### src/rtl/cmp_steer_pkg.sv
// Shared types and helpers for the cmp_mem_steer memory-request steering unit.
package cmp_steer_pkg;

    // Return source recorded for an in-flight read
    localparam logic TGT_DMEM = 1'b0;
    localparam logic TGT_NIC  = 1'b1;

    // One return slot: a read is due back in this slot, from source src
    typedef struct packed {
        logic valid;
        logic src;
    } slot_t;

    // Depth of the return-slot shift register
    function automatic int MAX_LAT(input int a, input int b);
        return (a > b) ? a : b;
    endfunction

endpackage

### src/rtl/cmp_steer_lane.sv
// One node of cmp_mem_steer: request decode, return-slot tracking, stall
// generation and read-data return mux.
// Optional perf counters are built when CMP_MEM_STEER_PERF_CNT_EN is defined.
module cmp_steer_lane
    import cmp_steer_pkg::*;
#(
    parameter int         DATA_W      = 64,
    parameter logic [1:0] NIC_SEL_VAL = 2'b11,
    parameter int         DMEM_RD_LAT = 1,
    parameter int         NIC_RD_LAT  = 1
) (
    input  logic              CLK,
    input  logic              RESET,
    input  logic [1:0]        i_sel_field,
    input  logic              i_memEn,
    input  logic              i_memWrEn,
    input  logic [DATA_W-1:0] i_dmem_din,
    input  logic [DATA_W-1:0] i_nic_do,
    output logic              o_dmem_memEn,
    output logic              o_dmem_memWrEn,
    output logic              o_nic_en,
    output logic              o_nic_wr_en,
    output logic [DATA_W-1:0] o_din,
    output logic              o_rd_valid,
`ifdef CMP_MEM_STEER_PERF_CNT_EN
    output logic [15:0]       o_perf_nic_cnt,
    output logic [15:0]       o_perf_stall_cnt,
`endif
    output logic              o_stall
);

    localparam int D = MAX_LAT(DMEM_RD_LAT, NIC_RD_LAT);

    // r_slot[j] describes the read returning j cycles from now
    slot_t [D-1:0] r_slot;
    slot_t [D-1:0] w_slot_nxt;

    logic w_hit_nic;
    logic w_is_rd;
    logic w_owned;
    logic w_accept;
    int   w_lat;

    // Decode, collision check and target strobes
    always_comb begin
        w_hit_nic = i_memEn && (i_sel_field == NIC_SEL_VAL);
        // memEn with memWrEn is a write, so only pure reads occupy slots
        w_is_rd   = i_memEn && !i_memWrEn;
        w_lat     = w_hit_nic ? NIC_RD_LAT : DMEM_RD_LAT;
        // The return cycle issue+L is already owned if slot L is valid now;
        // L == D lies beyond the register and is always free
        w_owned   = 1'b0;
        for (int j = 0; j < D; j++) begin
            if (j == w_lat) w_owned = r_slot[j].valid;
        end
        o_stall        = w_is_rd && w_owned && !RESET;
        w_accept       = i_memEn && !o_stall && !RESET;
        o_nic_en       = w_accept && w_hit_nic;
        o_nic_wr_en    = w_accept && w_hit_nic && i_memWrEn;
        o_dmem_memEn   = w_accept && !w_hit_nic;
        o_dmem_memWrEn = w_accept && !w_hit_nic && i_memWrEn;
    end

    // Return mux: recorded source in a return cycle, dmem data otherwise
    always_comb begin
        o_rd_valid = r_slot[0].valid && !RESET;
        o_din      = i_dmem_din;
        if (o_rd_valid && (r_slot[0].src == TGT_NIC)) o_din = i_nic_do;
    end

    // Next slot state: shift toward slot 0, then record an accepted read
    always_comb begin
        w_slot_nxt = '0;
        for (int j = 0; j < D - 1; j++) begin
            w_slot_nxt[j] = r_slot[j+1];
        end
        for (int j = 0; j < D; j++) begin
            if (w_accept && w_is_rd && (j == w_lat - 1)) begin
                w_slot_nxt[j].valid = 1'b1;
                w_slot_nxt[j].src   = w_hit_nic ? TGT_NIC : TGT_DMEM;
            end
        end
    end

    // Slot register; reset discards every in-flight read
    always_ff @(posedge CLK) begin
        if (RESET) r_slot <= '0;
        else       r_slot <= w_slot_nxt;
    end

`ifdef CMP_MEM_STEER_PERF_CNT_EN
    logic [15:0] r_perf_nic_cnt;
    logic [15:0] r_perf_stall_cnt;

    // Saturating counters of accepted NIC accesses and stall cycles
    always_ff @(posedge CLK) begin
        if (RESET) begin
            r_perf_nic_cnt   <= '0;
            r_perf_stall_cnt <= '0;
        end else begin
            if (o_nic_en && (r_perf_nic_cnt != 16'hFFFF))
                r_perf_nic_cnt <= r_perf_nic_cnt + 16'd1;
            if (o_stall && (r_perf_stall_cnt != 16'hFFFF))
                r_perf_stall_cnt <= r_perf_stall_cnt + 16'd1;
        end
    end

    assign o_perf_nic_cnt   = r_perf_nic_cnt;
    assign o_perf_stall_cnt = r_perf_stall_cnt;
`endif

endmodule

### src/rtl/cmp_mem_steer.sv
// Per-node memory-request steering between NODES processors, their data
// memories and the NIC. Buses are big-endian: node i owns [i*W : i*W+W-1].
// Define CMP_MEM_STEER_PERF_CNT_EN to add the perf_nic_cnt/perf_stall_cnt outputs.
module cmp_mem_steer
    import cmp_steer_pkg::*;
#(
    parameter int         NODES       = 4,
    parameter int         DATA_W      = 64,
    parameter int         ADDR_W      = 32,
    parameter int         NIC_SEL_MSB = 16,
    parameter logic [1:0] NIC_SEL_VAL = 2'b11,
    parameter int         NIC_ADDR_W  = 2,
    parameter int         DMEM_RD_LAT = 1,
    parameter int         NIC_RD_LAT  = 1
) (
    input  logic                         CLK,
    input  logic                         RESET,
    input  logic [0:NODES*ADDR_W-1]      proc_addr,
    input  logic [0:NODES*DATA_W-1]      proc_dout,
    input  logic [0:NODES-1]             proc_memEn,
    input  logic [0:NODES-1]             proc_memWrEn,
    output logic [0:NODES*DATA_W-1]      proc_din,
    output logic [0:NODES-1]             proc_rd_valid,
    output logic [0:NODES-1]             proc_stall,
    output logic [0:NODES*ADDR_W-1]      dmem_addr,
    output logic [0:NODES*DATA_W-1]      dmem_dout,
    output logic [0:NODES-1]             dmem_memEn,
    output logic [0:NODES-1]             dmem_memWrEn,
    input  logic [0:NODES*DATA_W-1]      dmem_din,
    output logic [0:NODES*NIC_ADDR_W-1]  nic_addr,
    output logic [0:NODES*DATA_W-1]      nic_di,
    output logic [0:NODES-1]             nic_en,
    output logic [0:NODES-1]             nic_wr_en,
`ifdef CMP_MEM_STEER_PERF_CNT_EN
    output logic [0:NODES*16-1]          perf_nic_cnt,
    output logic [0:NODES*16-1]          perf_stall_cnt,
`endif
    input  logic [0:NODES*DATA_W-1]      nic_do
);

    // Address and write data pass straight through to both targets
    assign dmem_addr = proc_addr;
    assign dmem_dout = proc_dout;
    assign nic_di    = proc_dout;

    for (genvar i = 0; i < NODES; i++) begin : g_lane
        logic [1:0] w_sel_field;

        assign w_sel_field = proc_addr[i*ADDR_W + NIC_SEL_MSB +: 2];
        assign nic_addr[i*NIC_ADDR_W +: NIC_ADDR_W] =
            proc_addr[i*ADDR_W + ADDR_W - NIC_ADDR_W +: NIC_ADDR_W];

        cmp_steer_lane #(
            .DATA_W      (DATA_W),
            .NIC_SEL_VAL (NIC_SEL_VAL),
            .DMEM_RD_LAT (DMEM_RD_LAT),
            .NIC_RD_LAT  (NIC_RD_LAT)
        ) u_lane (
            .CLK            (CLK),
            .RESET          (RESET),
            .i_sel_field    (w_sel_field),
            .i_memEn        (proc_memEn[i]),
            .i_memWrEn      (proc_memWrEn[i]),
            .i_dmem_din     (dmem_din[i*DATA_W +: DATA_W]),
            .i_nic_do       (nic_do[i*DATA_W +: DATA_W]),
            .o_dmem_memEn   (dmem_memEn[i]),
            .o_dmem_memWrEn (dmem_memWrEn[i]),
            .o_nic_en       (nic_en[i]),
            .o_nic_wr_en    (nic_wr_en[i]),
            .o_din          (proc_din[i*DATA_W +: DATA_W]),
            .o_rd_valid     (proc_rd_valid[i]),
`ifdef CMP_MEM_STEER_PERF_CNT_EN
            .o_perf_nic_cnt   (perf_nic_cnt[i*16 +: 16]),
            .o_perf_stall_cnt (perf_stall_cnt[i*16 +: 16]),
`endif
            .o_stall        (proc_stall[i])
        );
    end

endmodule

### config.mk
export PLATFORM = sky130hd
export DESIGN_NAME = cmp_mem_steer
export DESIGN_NICKNAME = d
export VERILOG_FILES = /design/src/rtl/cmp_steer_pkg.sv /design/src/rtl/cmp_steer_lane.sv /design/src/rtl/cmp_mem_steer.sv
export SDC_FILE = /design/constraint.sdc
export NUM_CORES = 1
export LEC_CHECK = 0
export CORE_AREA = 2 2 724 726
export CTS_CLUSTER_SIZE = 40
export DETAILED_ROUTE_END_ITERATION = 16
export DIE_AREA = 0 0 726 728
export PLACE_DENSITY_LB_ADDON = 0.15
export SLEW_MARGIN = 20
export SYNTH_ARGS = -nofsm -noshare
export SYNTH_HDL_FRONTEND = slang
export SYNTH_SLANG_ARGS = --single-unit
### constraint.sdc
create_clock -name CLK -period 1.4 [get_ports CLK]
set_input_delay 0.21 -clock CLK [delete_from_list [all_inputs] [get_ports CLK]]
set_output_delay 0.21 -clock CLK [all_outputs]
set_load 0.03 [all_outputs]
==> results.py, run 1 <==
metrics = {
    "status": {
        "outcome": "finished with violations",
        "violations": "setup timing",
    },
    "die": {
        "initial_core_util_pct": 1.77,
        "dieHeight_um": 728,
        "fp-row-count": 265,
        "io_pins": 1834,
        "die_w_um": 726,
        "die_area_mm2": 0.529,
        "fp.coreArea_mm2": 0.520,
    },
    "sta": {
        "rsz0062_at_grt": "true",
        "period_minus_slack_ps": 2060,
        "fin_crit_sh_pct": 147,
        "worst_slack_ps": -664,
        "hold_violations": 0,
        "setup_viol": 258,
        "fmax_mhz": 485,
        "drv_slew": 0,
    },
    "worst_setup_path": {
        "startpoint_type": "flip-flop",
        "cp.arrival_ps": 1850,
        "cp.required_ps": 1190,
        "crit_fanout": 9,
        "crit_type": "flip-flop to output port",
        "endpoint_kind": "output port",
    },
    "routing": {
        "dr.pass1.iters": 4,
        "route.vias.total": 9593,
        "wl_um": 306000,
        "drt-vias-per-instance": 1.16,
        "routedWlPerCell_um": 37.1,
        "drc": 0,
        "drt-initial-drc-count": 613,
        "ant_nets": 0,
    },
    "synthesis": {
        "synth_top_family_by_area": "buffers and inverters",
        "yosys_warnings": 0,
        "synthSimpleGateAreaFrac_pct": 2.50,
        "yosys-top-cells-area": "buf_4, mux2_4, mux2_2, buf_12, dfxtp_1",
        "synth_mux_area_share_pct": 36.2,
        "synth_top_area_cell": "buf_4",
        "netlist_instances": 1010,
        "synth-seq-area-share_pct": 1.74,
        "synth.distinct_cells": 18,
        "synth.avg_cell_area_um2": 9.11,
        "yosys.area.top_type_share_pct": 55.8,
        "synth-xor-area-share_pct": 0,
        "synthAdderAreaFrac_pct": 0,
        "ys_ff_latch": 8,
        "synth_compound_area_share_pct": 0.218,
        "syn_area_mm2": 0.00920,
    },
    "final_layout": {
        "area_growth_pct": 179,
        "drive_above_1_share_pct": 57.3,
        "fin_nets": 2191,
        "top_regs": "g_lane.u_lane.r_slot (8)",
        "largest_reg_flops": 8,
        "finalNonFillerCells": 8262,
        "num-fill-cells": 61700,
        "top_register": "g_lane.u_lane.r_slot",
        "design_area_mm2": 0.0257,
    },
    "global_route": {
        "antenna_found_initial": 135,
        "grt_max_degree": 13,
        "grt_pass1_wl_um": 331000,
        "track_usage_pct": 11.1,
        "grt_pass1_vias": 10200,
        "overflow": 0,
    },
    "placed_design": {
        "placed_area_mm2": 0.0241,
        "port_buffers": 813,
        "placed_cells": 8188,
        "gp_congestion": 0.836,
        "dp_hpwl_um": 294000,
    },
    "power_and_ir_drop": {
        "p_per_area_mw_per_mm2": 299,
        "power_frac_clock_pct": 6.2,
        "seq_power_share_pct": 3.1,
        "power.switching_mw": 3.62,
        "combPwrFrac_pct": 90.7,
        "intPower_mw": 4.06,
        "ir_drop_mv": 0.272,
        "p_leak_nw": 8.37,
        "switching_share_pct": 47.2,
    },
    "job": {
        "cap_viol_max_count": 0,
    },
    "clock_tree": {
        "cts_root_buf": "clkbuf_16",
        "cts_buffer_depth": 2,
        "cts_sinks": 8,
        "clk_pin_slew_ps": 40,
        "cts_tree": "built",
        "htreeDepth": 1,
        "cts_buffers": 3,
    },
    "hold_path": {
        "hold_path.class": "primary input to flip-flop",
    },
}
[stage by stage]
step                hold slack (ps)  TNS [ps]  utilization (%)  total power, mW  setup slack (ps)
floorplan                       282         0                -             5.18              50.8
global placement                420   -284770             4.63             7.41             -1210
detailed placement              420   -281290             4.63             7.31             -1220
CTS                             420   -143800             4.88             8.01              -692
global route                    404   -149100             4.93             8.14              -683
finish                          360   -134780             4.94             7.68              -664
[power by group through the flow]
stage	Combinational [mW]	Sequential, mW	Clock [mW]
2_1_floorplan	4.93	0.243	0
3_3_place_gp	7.16	0.248	0
3_5_place_dp	7.07	0.247	0
4_1_cts	7.27	0.241	0.491
5_1_grt	7.39	0.238	0.505
6_report	6.96	0.237	0.477
[cells in the final DEF (no fill, tap or decap), types with 4 or more instances in the layout]
cell,Yosys,layout
buf_12,14,271
mux2_2,136,26
and2b_2,4,4
buf_8,0,11
dlygate4sd2_1,0,10
buf_4,684,108
clkbuf_16,0,7
nor2_1,8,6
conb_1,1,4
mux2_4,120,230
clkdlybuf4s50_1,0,514
buf_16,0,12
buf_6,1,33
diode_2,0,37
nand2b_4,0,4
nand2_2,0,4
dfxtp_4,0,4
[path summary, 6_finish.rpt]
kind | start | end | slack, ps | cells past startpoint
max | g_lane[3].u_lane.r_slot[1] | proc_din[207] | -660 | 6
min | proc_memWrEn[2] | g_lane[2].u_lane.r_slot[1] | 360 | 3
[critical path: stages (launching register included)]
cell	delay, ps
dfxtp_4	360
nand3b_4	100
buf_16	170
buf_12	220
buf_16	140
mux2_4	330
buf_12	150
[cells by family after synthesis]
kind of cell / after synthesis
buffers and inverters: 705
multiplexers: 256
AND/OR/NAND/NOR: 36
flip-flops: 8
AO/OA/AOI/OAI: 4
other: 1
[Yosys cell counts (all sizes together)]
master and count:
a21oi 4, and2b 4, buf 701, conb 1
dfxtp 8, inv 4, mux2 256, nand2 4
nand2b 4, nand3b 4, nor2 8, nor3 8
nor3b 4
[cell type report]
| cell class | instances | area [µm²] | share of cell area (%) |
|---|---|---|---|
| tap | 6942 | 8690 | 33.8 |
| inverter | 4 | 18.8 | 0.0730 |
| antenna | 37 | 92.6 | 0.360 |
| timing repair buffer | 968 | 12500 | 48.7 |
| multi-input combinational | 300 | 4140 | 16.1 |
| clock buffer | 3 | 75.1 | 0.292 |
| sequential | 8 | 178 | 0.691 |
[metal layers]
layer	wire (µm)	GRT usage [%]	vias up
met2	112000	14.6	1897
met5	912	0.798	-
met1	88700	9.31	4157
li1	-	-	3199
met3	98300	16.7	274
met4	6140	1.20	66
[what timing repair did]
action,in CTS,in global routing
pin swaps,5,7
cloned,8,4
gates resized for setup,244,42
endpoints found under the setup margin,283,268
hold endpoints to repair,0,0
setup buffers,18,10
hold buffers,0,0
(Power assumes the default switching activity.)
==> run 2, diff against run 1 <==
--- a/config.mk
+++ b/config.mk
@@ -5,6 +5,7 @@
 export SDC_FILE = /design/constraint.sdc
 export NUM_CORES = 1
 export LEC_CHECK = 0
+export CAP_MARGIN = 20
 export CORE_AREA = 2 2 724 726
 export CTS_CLUSTER_SIZE = 40
 export DETAILED_ROUTE_END_ITERATION = 16
==> results of run 2 <==
Final layout, timing and power as in run 1 (identical DEF).
==> run 3, diff against run 2 <==
--- a/config.mk
+++ b/config.mk
@@ -15,3 +15,4 @@
 export SYNTH_ARGS = -nofsm -noshare
 export SYNTH_HDL_FRONTEND = slang
 export SYNTH_SLANG_ARGS = --single-unit
+export TNS_END_PERCENT = 10
==> results.py, run 3 (synthesis results as in run 1) <==
metrics = {
    "power_and_ir_drop": {
        "ir_drop_mv": 0.279,
        "p_per_area_mw_per_mm2": 304,
        "p_leak_nw": 8.10,
        "power.total_mw": 7.66,
    },
    "sta": {
        "drv_slew": 0,
        "setup_viol": 260,
        "rsz0062_at_grt": "true",
        "fin_crit_sh_pct": 144,
        "hold_violations": 0,
        "period_minus_slack_ps": 2020,
        "holdWs_ps": 420,
        "fmax_mhz": 495,
        "worst_slack_ps": -619,
        "fin_tns_setup_ps": -127300,
    },
    "die": {
        "fp-row-count": 265,
        "io_pins": 1834,
        "die_w_um": 726,
        "fp.coreArea_mm2": 0.520,
        "initial_core_util_pct": 1.77,
        "die_area_mm2": 0.529,
        "dieHeight_um": 728,
    },
    "global_route": {
        "grt_max_degree": 17,
        "antenna_found_initial": 135,
        "track_usage_pct": 11.0,
        "overflow": 0,
        "grt_pass1_vias": 10200,
        "grt_pass1_wl_um": 330000,
    },
    "final_layout": {
        "top_regs": "g_lane.u_lane.r_slot (8)",
        "design_area_mm2": 0.0252,
        "top_register": "g_lane.u_lane.r_slot",
        "area_growth_pct": 174,
        "finalNonFillerCells": 8220,
        "final_cell_mix": "clkdlybuf4s50_1, buf_12, mux2_4, buf_4",
        "drive_above_1_share_pct": 56.3,
        "largest_reg_flops": 8,
        "post-route-util_pct": 4.84,
        "layout_commonest_cell": "clkdlybuf4s50_1",
        "fin_nets": 2170,
    },
    "placed_design": {
        "dp_slack_ps": -1220,
        "port_buffers": 813,
        "placed_area_mm2": 0.0241,
        "dp_hpwl_um": 294000,
        "placed_cells": 8188,
        "gp_congestion": 0.836,
    },
    "routing": {
        "drt-vias-per-instance": 1.18,
        "drt-initial-drc-count": 469,
        "wl_um": 304000,
        "routedWlPerCell_um": 37.0,
        "drc": 0,
        "route.vias.total": 9693,
        "ant_nets": 0,
        "dr.pass1.iters": 4,
    },
    "worst_setup_path": {
        "crit_type": "flip-flop to output port",
        "cp.arrival_ps": 1810,
        "crit_fanout": 13,
        "endpoint_kind": "output port",
        "cp.required_ps": 1190,
        "startpoint_type": "flip-flop",
    },
    "job": {
        "cap_viol_max_count": 0,
    },
    "clock_tree": {
        "cts_buffer_depth": 2,
        "ctsHoldBuffers": 0,
        "cts_sinks": 8,
        "clk_pin_slew_ps": 40,
        "cts_root_buf": "clkbuf_16",
        "cts_tree": "built",
        "htreeDepth": 1,
        "cts_buffers": 3,
    },
    "status": {
        "outcome": "finished with violations",
        "violations": "setup timing",
    },
    "hold_path": {
        "hold_path.class": "primary input to output port",
    },
}
[run 3: changes by cell type in the layout (fill, tap and decap cells not counted), sizes merged]
cell / change
buf: -21
diode: -21
inv: +1
clkinvlp: -1
clkdlybuf4s15: +2
clkdlybuf4s50: +1
clkbuf: -3
[run 3: worst paths after layout]
check / startpoint / end / slack (ps) / cells after the start
setup / recovery: g_lane[3].u_lane.r_slot[1] / proc_din[207] / -620 / 5
hold / removal: proc_dout[37] / nic_di[37] / 420 / 0
[run 3: layout make-up]
type | instances | area (µm²)
sequential | 8 | 178
multi-input combinational | 300 | 4100
clock buffer | 3 | 75.1
fill | 61700 | 495000
timing repair buffer | 947 | 12100
tap | 6942 | 8690
antenna | 16 | 40.0
inverter | 4 | 15.0
[run 3: repair_timing]
action,4_1_cts,5_1_grt
gates resized for setup,201,29
setup buffers,7,2
endpoints found under the setup margin,283,271
pin swaps,3,5
gates cloned,4,1
[run 3: where the power goes]
group	total (mW)	internal, mW	leakage [nW]	switching [mW]
clock network	0.476	0.368	0.0371	0.108
registers	0.237	0.231	0.0690	0.00605
logic	6.95	3.44	8.00	3.51
[run 3: critical path, stage by stage (launching register included)]
cell      delay, ps
dfxtp_4         370
nand3b_4         90
buf_12          160
buf_12          280
mux2_4          330
buf_12          150
[run 3: routing by layer]
layer	GRT usage (%)	up-vias	routed length, µm
met5	0.998	-	1090
met4	1.18	72	5060
met3	16.8	319	99000
met2	14.6	1990	112000
met1	9.13	4180	86800
li1	-	3132	-
==> patch (config.mk and constraints of run 2) <==
Build with the macro `CMP_MEM_STEER_PERF_CNT_EN` defined.
--- a/src/rtl/cmp_steer_lane.sv
+++ b/src/rtl/cmp_steer_lane.sv
@@ -1,6 +1,8 @@
 // One node of cmp_mem_steer: request decode, return-slot tracking, stall
 // generation and read-data return mux.
 // Optional perf counters are built when CMP_MEM_STEER_PERF_CNT_EN is defined.
+`define CMP_MEM_STEER_PERF_CNT_EN
+
 module cmp_steer_lane
     import cmp_steer_pkg::*;
 #(
New outputs: perf_nic_cnt and perf_stall_cnt. Check against the original RTL: not settled (the Yosys comparison gave no result); the edit may change what the design does.
==> patch against run 2 <==
Cell area up 28%. Wire length is 3.1% higher. Fmax fell by 5.9%. Sequential cell count grew 64. Total power increased by 46%. Cell count increased by 8.6%. Setup slack got worse by 0.13 ns. Area after synthesis increased by 33%. The run still ends with setup timing left.
==> patch: results (changes against run 2) <==
- Largest cells by area after synthesis: buf_4 45%, mux2_2 24%, dfxtp_1 12%, a21oi_1 1.6%, or4_1 1.4%
- Number of instances in the synthesized netlist: 1,446 (+43%)
- The post-layout worst setup margin was -0.794 ns (-0.130 ns).
* Number of DRC markers in iteration 0: 742 (+21%)
- The post-place setup slack came to -1.02 ns (+0.193 ns).
* PortBufs: 877 (+7.9%)
* Fraction of the mapped netlist area in compound gates: 5.73% (+5.5 points)
- The number of buffers added for setup after CTS is 28 (+10).
- Global-route wire length before repair: 346,000 um (+4.5%)
- Among cell families on the critical path, the largest total delay comes from multiplexers.
- Post-route worst hold slack: 0.152 ns (-0.208 ns)
* Met1 wire length: 105,000 um (+19%)
- The share of final-layout standard cells stronger than drive strength 1 is 60.1% (+2.8 points).
- Synth Area in Adders: 0.410% (+0.41 points)
- Final setup vio count: 332 (+29%)
* Layout Nets: 2,904 (+33%)
* GRT met1 Usage: 11.1% (+1.8 points)
* Peak supply drop: 612 uV (+130%)
- The data arrival time of the worst path is 1.98 ns (+0.13 ns).
* Number of different library cells in the post-synthesis netlist: 49 (+31)
- The largest fanout on the critical path was 8 (-1).
* Flip-flop count of the largest register, all copies and words added: 64 (+56)
- The XOR/XNOR share of the synthesized area is 0.0718% (+0.072 points).
- Outcome: finished with violations
- Critical path's slowest cell: mux2_4
- Total of cells resized after clock tree synthesis: 200 (-18%)
- The maximum number of pins on one net before global-route repair came to 27 (+14).
- Pre-Repair DR Iteration Count: 5 (+1)
* Number of antenna violations at the first check in global routing: 217 (+61%)
- Failing checks: setup timing
- The met2 global-route usage came to 14.2% (-0.37 points).
- Portion of the post-synthesis area used by sequential elements: 11.8% (+10 points)
* Global-route total usage across every layer: 11.4% (+0.31 points)
- In the synthesized netlist, the cells that appear most often are 736 x buf_4, 265 x mux2_2, 72 x dfxtp_1.
- The number of cells in the finished layout apart from fillers is 8,971 (+8.6%).
* Clock-pin slew of the registers on the worst-case setup and hold paths: 0.07 ns (+0.03 ns)
- The placed cell count is 8,809 (+7.6%).
- The number of H-tree levels is 3 (+2).
-- patch: cell types whose count changed after synthesis, sizes merged, moves of 24 or more --
cell	before	now
dfxtp	8	72
buf	701	748
a21oi	4	39
clkbuf	0	34
nand3	0	26
nand4	0	24
-- patch: where the power goes --
part | leakage, nW | internal (W) | total, W | switching, W
clock | 0.133 | 0.00122 | 0.00248 | 0.00126
sequential | 0.631 | 0.00196 | 0.00197 | 0.0000107
combinational | 10.4 | 0.00337 | 0.00676 | 0.00339
total | 11.2 | 0.00655 | 0.0112 | 0.00466
-- patch: metrics by stage --
| stage | power, W | utilization, % | TNS, ns |
|---|---|---|---|
| 6_report | 0.0112 | 6.31 | -185.43 |
| 4_1_cts | 0.0114 | 5.94 | -227.16 |
| 3_5_place_dp | 0.00854 | 5.61 | -245.63 |
| 5_1_grt | 0.0118 | 6.30 | -208.59 |
| 2_1_floorplan | 0.00730 | - | -6.69 |
| 3_3_place_gp | 0.00857 | 5.61 | -247.32 |
-- patch: final cells by class --
type | instances | area share, %
antenna | 30 | 0.229
multi-input combinational | 645 | 20.9
clock buffer | 9 | 0.687
inverter | 17 | 0.221
sequential | 72 | 5.05
timing repair buffer | 1249 | 46.3
clock inverter | 7 | 0.168
tap | 6942 | 26.5
-- patch: worst paths after layout --
check,startpoint,to,cells after the start
worst min register to register,g_lane[2].u_lane.o_perf_nic_cnt[5],g_lane[2].u_lane.o_perf_nic_cnt[5],2
worst max-delay path,g_lane[0].u_lane.r_slot[1],proc_din[3],5
worst min-delay path,RESET,g_lane[1].u_lane.o_perf_nic_cnt[0],3
worst max register to register,g_lane[0].u_lane.o_perf_nic_cnt[10],g_lane[0].u_lane.o_perf_nic_cnt[7],7
